### src/rtl/spi_cmd_dispatcher_pkg.sv
// Shared definitions for the SPI command dispatcher: command codes, target
// address map, command class / address decode helpers and the FSM states.
package spi_cmd_dispatcher_pkg;

  localparam int PKG_NUM_SLOTS   = 7;
  localparam int PKG_NUM_INTRPTS = 4;
  localparam int PKG_DATA_WIDTH  = 40;

  // Write-class commands
  localparam logic [15:0] C_SET_PWM_FREQ         = 16'h0001;
  localparam logic [15:0] C_SET_PWM_DUTY         = 16'h0002;
  localparam logic [15:0] C_SET_DIG_OUT          = 16'h0003;
  localparam logic [15:0] C_SET_SLOT_TYPE_CONFIG = 16'h0004;
  localparam logic [15:0] C_SET_QUAD_COUNTS      = 16'h0005;
  // Read-class commands
  localparam logic [15:0] C_READ_INTERUPTS       = 16'h0010;
  localparam logic [15:0] C_READ_QUAD_COUNTS     = 16'h0011;
  localparam logic [15:0] C_READ_DIG_IN          = 16'h0012;

  // Target address map; slot n lands on target index n-1, LED is last
  localparam logic [7:0] SLOT_1_ADDRESS = 8'h10;
  localparam logic [7:0] SLOT_2_ADDRESS = 8'h11;
  localparam logic [7:0] SLOT_3_ADDRESS = 8'h12;
  localparam logic [7:0] SLOT_4_ADDRESS = 8'h13;
  localparam logic [7:0] SLOT_5_ADDRESS = 8'h14;
  localparam logic [7:0] SLOT_6_ADDRESS = 8'h15;
  localparam logic [7:0] SLOT_7_ADDRESS = 8'h16;
  localparam logic [7:0] LED_ADDRESS    = 8'h20;
  localparam logic [3:0] LED_INDEX      = 4'd7;

  typedef enum logic [2:0] {
    IDLE,
    GOT_CMD,
    WR_WAIT_DATA,
    RD_WAIT_ACK,
    RD_HOLD
  } state_e;

  typedef enum logic [1:0] {
    CLS_WRITE,
    CLS_RD_INTR,
    CLS_RD_EXT
  } cmd_class_e;

  typedef struct packed {
    logic       hit;
    logic [3:0] idx;
  } addr_dec_t;

  // Anything that is not a write and not the interrupt read goes to a target.
  function automatic cmd_class_e cmd_class(input logic [15:0] cmd);
    cmd_class_e cls;
    case (cmd)
      C_SET_PWM_FREQ, C_SET_PWM_DUTY, C_SET_DIG_OUT,
      C_SET_SLOT_TYPE_CONFIG, C_SET_QUAD_COUNTS: cls = CLS_WRITE;
      C_READ_INTERUPTS:                          cls = CLS_RD_INTR;
      default:                                   cls = CLS_RD_EXT;
    endcase
    return cls;
  endfunction

  function automatic addr_dec_t addr_decode(input logic [7:0] addr);
    addr_dec_t d;
    d.hit = 1'b1;
    case (addr)
      SLOT_1_ADDRESS: d.idx = 4'd0;
      SLOT_2_ADDRESS: d.idx = 4'd1;
      SLOT_3_ADDRESS: d.idx = 4'd2;
      SLOT_4_ADDRESS: d.idx = 4'd3;
      SLOT_5_ADDRESS: d.idx = 4'd4;
      SLOT_6_ADDRESS: d.idx = 4'd5;
      SLOT_7_ADDRESS: d.idx = 4'd6;
      LED_ADDRESS:    d.idx = LED_INDEX;
      default: begin
        d.hit = 1'b0;
        d.idx = 4'd0;
      end
    endcase
    return d;
  endfunction

endpackage

### src/rtl/spi_intr_pending.sv
// Sticky interrupt pending register with clear-on-read. A source that is
// high during the clearing cycle is re-captured so no edge is lost.
module spi_intr_pending #(
  parameter int WIDTH = 28
) (
  input  logic             clk,
  input  logic             reset,
  input  logic [WIDTH-1:0] intr_in,
  input  logic             clr,
  output logic [WIDTH-1:0] pending,
  output logic             irq_out
);

  logic [WIDTH-1:0] pending_r;
  logic [WIDTH-1:0] pending_next_s;
  logic             irq_r;

  // Next pending value: clear drops old bits but keeps currently active ones
  always_comb begin
    if (clr) begin
      pending_next_s = intr_in;
    end else begin
      pending_next_s = pending_r | intr_in;
    end
  end

  // Pending bits and the aggregated interrupt, both registered
  always_ff @(posedge clk) begin
    if (reset) begin
      pending_r <= {WIDTH{1'b0}};
      irq_r     <= 1'b0;
    end else begin
      pending_r <= pending_next_s;
      irq_r     <= |pending_next_s;
    end
  end

  assign pending = pending_r;
  assign irq_out = irq_r;

endmodule

### src/rtl/spi_cmd_dispatcher.sv
// Turns the decoded SPI transaction stream into target writes and read-backs.
// Optional build macro DISPATCH_RD_TIMEOUT_EN bounds the wait for rd_ack.
module spi_cmd_dispatcher
  import spi_cmd_dispatcher_pkg::*;
#(
  parameter int NUM_SLOTS      = PKG_NUM_SLOTS,
  parameter int NUM_INTRPTS    = PKG_NUM_INTRPTS,
  parameter int SPI_DATA_WIDTH = PKG_DATA_WIDTH
`ifdef DISPATCH_RD_TIMEOUT_EN
  ,
  parameter int RD_TIMEOUT     = 16
`endif
) (
  input  logic                             clk,
  input  logic                             reset,
  input  logic [15:0]                      spi_cmd,
  input  logic                             spi_cmd_valid,
  input  logic [7:0]                       spi_addr,
  input  logic                             spi_addr_valid,
  input  logic [SPI_DATA_WIDTH-1:0]        spi_data,
  input  logic                             spi_data_valid,
  input  logic                             spi_done,
  output logic [SPI_DATA_WIDTH-1:0]        spi_sdo,
  output logic                             spi_sdo_valid,
  output logic [NUM_SLOTS:0]               wr_en,
  output logic [15:0]                      wr_cmd,
  output logic [SPI_DATA_WIDTH-1:0]        wr_data,
  output logic                             rd_req,
  output logic [3:0]                       rd_sel,
  output logic [15:0]                      rd_cmd,
  input  logic                             rd_ack,
  input  logic [SPI_DATA_WIDTH-1:0]        rd_data,
  input  logic [NUM_SLOTS*NUM_INTRPTS-1:0] intr_in,
  output logic                             irq_out,
  output logic                             err_pulse
);

  localparam int NUM_PEND = NUM_SLOTS * NUM_INTRPTS;
  localparam logic [NUM_SLOTS:0] WR_ONE = {{NUM_SLOTS{1'b0}}, 1'b1};

  state_e                state_r;
  logic [15:0]           cmd_r;
  logic [3:0]            tgt_r;
  addr_dec_t             dec_s;
  cmd_class_e            cls_s;
  logic                  intr_clr_s;
  logic [NUM_PEND-1:0]   pending_s;

`ifdef DISPATCH_RD_TIMEOUT_EN
  localparam int CNT_W = $clog2(RD_TIMEOUT + 1);
  localparam logic [CNT_W-1:0] TMO_LAST = CNT_W'(RD_TIMEOUT - 1);
  localparam logic [CNT_W-1:0] CNT_ONE  = {{(CNT_W-1){1'b0}}, 1'b1};
  logic [CNT_W-1:0] tmo_cnt_r;
`endif

  // Address/command decode and the interrupt clear strobe for this cycle
  always_comb begin
    dec_s = addr_decode(spi_addr);
    cls_s = cmd_class(cmd_r);
    if (!reset && !spi_done && !spi_cmd_valid && (state_r == GOT_CMD) &&
        spi_addr_valid && dec_s.hit && (cls_s == CLS_RD_INTR)) begin
      intr_clr_s = 1'b1;
    end else begin
      intr_clr_s = 1'b0;
    end
  end

  spi_intr_pending #(
    .WIDTH(NUM_PEND)
  ) u_pending (
    .clk     (clk),
    .reset   (reset),
    .intr_in (intr_in),
    .clr     (intr_clr_s),
    .pending (pending_s),
    .irq_out (irq_out)
  );

  // Transaction sequencer: spi_done, then a misplaced command, take priority
  always_ff @(posedge clk) begin
    if (reset) begin
      state_r       <= IDLE;
      cmd_r         <= 16'h0000;
      tgt_r         <= 4'd0;
      spi_sdo       <= {SPI_DATA_WIDTH{1'b0}};
      spi_sdo_valid <= 1'b0;
      wr_en         <= {(NUM_SLOTS+1){1'b0}};
      wr_cmd        <= 16'h0000;
      wr_data       <= {SPI_DATA_WIDTH{1'b0}};
      rd_req        <= 1'b0;
      rd_sel        <= 4'd0;
      rd_cmd        <= 16'h0000;
      err_pulse     <= 1'b0;
`ifdef DISPATCH_RD_TIMEOUT_EN
      tmo_cnt_r     <= {CNT_W{1'b0}};
`endif
    end else begin
      wr_en         <= {(NUM_SLOTS+1){1'b0}};
      spi_sdo_valid <= 1'b0;
      err_pulse     <= 1'b0;
      if (spi_done) begin
        state_r <= IDLE;
        rd_req  <= 1'b0;
      end else if (spi_cmd_valid && (state_r != IDLE)) begin
        err_pulse <= 1'b1;
        cmd_r     <= spi_cmd;
        rd_req    <= 1'b0;
        state_r   <= GOT_CMD;
      end else begin
        case (state_r)
          IDLE: begin
            if (spi_cmd_valid) begin
              cmd_r   <= spi_cmd;
              state_r <= GOT_CMD;
            end
          end
          GOT_CMD: begin
            if (spi_addr_valid) begin
              if (!dec_s.hit) begin
                err_pulse <= 1'b1;
                state_r   <= RD_HOLD;
              end else begin
                tgt_r <= dec_s.idx;
                case (cls_s)
                  CLS_WRITE: state_r <= WR_WAIT_DATA;
                  CLS_RD_INTR: begin
                    spi_sdo       <= {{(SPI_DATA_WIDTH-NUM_PEND){1'b0}}, pending_s};
                    spi_sdo_valid <= 1'b1;
                    state_r       <= RD_HOLD;
                  end
                  default: begin
                    rd_req  <= 1'b1;
                    rd_sel  <= dec_s.idx;
                    rd_cmd  <= cmd_r;
                    state_r <= RD_WAIT_ACK;
`ifdef DISPATCH_RD_TIMEOUT_EN
                    tmo_cnt_r <= {CNT_W{1'b0}};
`endif
                  end
                endcase
              end
            end
          end
          WR_WAIT_DATA: begin
            if (spi_data_valid) begin
              wr_en   <= WR_ONE << tgt_r;
              wr_cmd  <= cmd_r;
              wr_data <= spi_data;
              state_r <= RD_HOLD;
            end
          end
          RD_WAIT_ACK: begin
            if (rd_ack) begin
              spi_sdo       <= rd_data;
              spi_sdo_valid <= 1'b1;
              rd_req        <= 1'b0;
              state_r       <= RD_HOLD;
            end
`ifdef DISPATCH_RD_TIMEOUT_EN
            else if (tmo_cnt_r == TMO_LAST) begin
              spi_sdo       <= {SPI_DATA_WIDTH{1'b1}};
              spi_sdo_valid <= 1'b1;
              err_pulse     <= 1'b1;
              rd_req        <= 1'b0;
              state_r       <= RD_HOLD;
            end else begin
              tmo_cnt_r <= tmo_cnt_r + CNT_ONE;
            end
`endif
          end
          RD_HOLD: begin
            state_r <= RD_HOLD;
          end
          default: begin
            state_r <= IDLE;
            rd_req  <= 1'b0;
          end
        endcase
      end
    end
  end

endmodule

### config.mk
export PLATFORM = sky130hd
export DESIGN_NAME = spi_cmd_dispatcher
export DESIGN_NICKNAME = d
export VERILOG_FILES = /design/src/rtl/spi_cmd_dispatcher_pkg.sv /design/src/rtl/spi_intr_pending.sv /design/src/rtl/spi_cmd_dispatcher.sv
export SDC_FILE = /design/constraint.sdc
export NUM_CORES = 1
export LEC_CHECK = 0
export ABC_CLOCK_PERIOD_IN_PS = 2250
export CORE_ASPECT_RATIO = 1.1
export CORE_MARGIN = 4
export CORE_UTILIZATION = 44
export DETAILED_ROUTE_END_ITERATION = 8
export PLACE_DENSITY = 0.81
export SLEW_MARGIN = 20
export SYNTH_ARGS = -nofsm -noshare
export SYNTH_HDL_FRONTEND = slang
export SYNTH_SLANG_ARGS = --single-unit
### constraint.sdc
create_clock -name clk -period 2.25 [get_ports clk]
set_input_delay 0.225 -clock clk [delete_from_list [all_inputs] [get_ports clk]]
set_output_delay 0.225 -clock clk [all_outputs]
set_load 0.005 [all_outputs]
==> results of run 1 <==
## layout by cell type (no fill, tap or decap), drive strengths merged, types with 3 or more instances in the layout
cell           instances
clkdlybuf4s50        264
dfxtp                177
nand2                158
a21oi                134
o21ai                 52
buf                   45
nor3                  35
inv                   35
a211oi                31
mux2i                 28
nand3                 25
nor2                  20
nor4                  19
clkbuf                18
a22o                  12
nand2b                 5
or3                    5
or2                    5
clkinvlp               4
nand4                  3
bufinv                 3
clkinv                 3
## per-stage QoR
| stage | cells | instance area [µm²] | total power, mW | hold WS, ns |
|---|---|---|---|---|
| floorplan | 834 | 7069 | 3.491 | 0.3147 |
| global placement | 1279 | 10110 | 3.861 | 0.4410 |
| detailed placement | 1279 | 10110 | 3.871 | 0.4455 |
| CTS | 1311 | 10720 | 6.900 | 0.06497 |
| global route | 1311 | 10730 | 7.082 | 0.07667 |
| finish | 1311 | 10730 | 6.870 | 0.08743 |
## area by class of cell
type | count | area [µm²] | area share, %
Sequential cell | 177 | 3543 | 33.02
Clock buffer | 18 | 429.2 | 4.000
Clock inverter | 14 | 180.2 | 1.679
Multi-Input combinational cell | 562 | 3143 | 29.29
Timing Repair Buffer | 309 | 3068 | 28.59
Tap cell | 200 | 250.2 | 2.332
Inverter | 31 | 116.4 | 1.084
## sequential cells by signal, indices dropped and copies added (netlist names)
register	flops
rd_req	1
rd_sel	3
u_pending.pending	28
wr_en	8
wr_data	40
cmd_r	16
u_pending.irq_out	1
wr_cmd	16
err_pulse	1
spi_sdo_valid	1
state_r	3
spi_sdo	40
tgt_r	3
rd_cmd	16
## routing by layer
metal / vias to the layer above / routed length (µm) / global-route usage, %
met2: 275 / 11140 / 40.23
met5: - / 18 / 0
met3: 64 / 1472 / 5.305
met4: 2 / 801 / 11.39
met1: 3273 / 8715 / 28.74
li1: 3430 / - / -
## Yosys cell counts (3+ instances only)
cell type / number / area share (%)
dfxtp_1: 177 / 50
nand2_1: 158 / 8.4
a21oi_1: 134 / 9.5
clkbuf_1: 52 / 2.8
o21ai_0: 52 / 3.7
nor3_1: 35 / 2.5
inv_1: 31 / 1.6
mux2i_1: 28 / 4.0
nand3_1: 25 / 1.8
a211oi_2: 20 / 3.5
nor2_1: 20 / 1.1
nor4_1: 19 / 1.7
a22o_1: 12 / 1.5
a211oi_1: 11 / 1.2
buf_2: 5 / 0.35
nand2b_1: 5 / 0.44
or3_1: 5 / 0.44
or2_2: 4 / 0.35
buf_6: 3 / 0.48
nand4_1: 3 / 0.27
## cell families after synthesis
family	count (synthesis)	share of synthesized area, %
AOI/OAI and AO/OA	245	21.49
and+or+nand+nor	287	18.34
buffers and inverters	95	5.876
DFF	177	50.12
other	1	0.05305
muxes	29	4.124
## repair_timing
item | CTS | global route
buffers inserted | 0 | 0
setup endpoints to repair | 0 | 40
gates resized for setup | 0 | 2
## worst max-delay path, cell delays in order
cell	delay (ns)
clkdlybuf4s50_1	0.42
or4b_4	0.56
a21o_1	0.24
a2111oi_4	0.47
or2_1	0.21
buf_12	0.21
a211oi_1	0.11
## worst paths after layout
check / startpoint / to / depth (start not counted)
setup / recovery: spi_addr[1] / spi_sdo[12] / 7
hold / removal: reset / tgt_r[1] / 2
setup reg to reg: cmd_r[7] / spi_sdo[12] / 7
hold reg to reg: wr_data[6] / wr_data[6] / 2
## power by group
part | switching [mW] | internal, mW
clock | 1.29 | 1.77
combinational | 0.250 | 0.329
sequential | 0.0469 | 3.18
total | 1.59 | 5.28
==> out/results.ini, run 1 <==
[outcome]
status=finished clean

[yosys]
ys_async_sr_fraction_pct=0
ys.flop_type=dfxtp_1
yosys_warnings=0
syn_inst=834
ys_types=46
syn_area_um2=7069
avgSynthCellArea_um2=8.476
synth_edf_count=0
syn-num-nets=973
ys_seq_area_share_pct=50.12
yosys_register_bits=177

[worst_setup_path]
critPathLaunchType=primary input
cp-end-kind=flip-flop
rrSetupSlack_ns=0.14
crit_arrival_ns=2.46
cp_max_fo=28
path_class=primary input to flip-flop
cp.required_ns=2.54

[clock_tree]
clock_latency_ns=0.43
cts-root-buf=clkbuf_16
cts_hold_buf=0
htreeDepth=4
path_clk_slew_ns=0.07
cts_sinks=177
numCtsBuffers=17
cts_tree=built
cts_buffer_depth=2

[drt]
ant_nets=0
wl_um=22150
vias_per_cell=5.373
wire_per_inst_um=16.89
num_vias=7044
dr.pass1.iters=5
remaining_drc_errors=0
first_iter_violations=502

[die]
fp.dieH_um=140.9
ios=267
die_area_um2=18160
die_w_um=128.9
rows=48
start_util_pct=44.93
coreArea_um2=15740

[timing]
rsz0062_at_grt=no
tns_ns=0
post-route-min-period_ns=2.170
drv_slew=0
fin_skew_ns=0.008772
max-slew-margin-rel_pct=63.74
fin_ws_ns=0.07956
fin_crit_sh_pct=96.46
setup_viol=0
worst_pin_slew_ns=0.5439
fmax_mhz=460.7
hold_viol=0

[hold_path]
holdCritPathClass=primary input to flip-flop

[place]
place_ws_ns=-0.3690
port_buffers=265
place.gp.congestion=0.9049
dp_hpwl_um=16000

[pwr]
ir_worst_vdd_v=0.0005337
power_density_nw_per_um2=640.3
p_leak_nw=3.926

[grt]
track_usage_pct=23.89
grt_pass1_wl_um=34670
grt_max_degree=103
antenna_found_initial=1
grt-ovfl-total=0
first_global_vias=6895

[run]
drv_cap=0

[finish]
layout-drive-gt1-share_pct=9.901
diodes=0
nFillCells=1265
area_growth_syn_to_layout_pct=51.79
finish.utilization_pct=68.19
nNetsFinal=1237

No activity file was read; power rests on OpenSTA's default activity.
==> inputs of run 2 (changes only) <==
--- a/config.mk
+++ b/config.mk
@@ -6,11 +6,13 @@
 export NUM_CORES = 1
 export LEC_CHECK = 0
 export ABC_CLOCK_PERIOD_IN_PS = 2250
+export CAP_MARGIN = 20
 export CORE_ASPECT_RATIO = 1.1
 export CORE_MARGIN = 4
 export CORE_UTILIZATION = 44
 export DETAILED_ROUTE_END_ITERATION = 8
 export PLACE_DENSITY = 0.81
+export SKIP_LAST_GASP = 1
 export SLEW_MARGIN = 20
 export SYNTH_ARGS = -nofsm -noshare
 export SYNTH_HDL_FRONTEND = slang
==> results of run 2 <==
The final DEF is identical to that of run 1; final timing and power are the same.
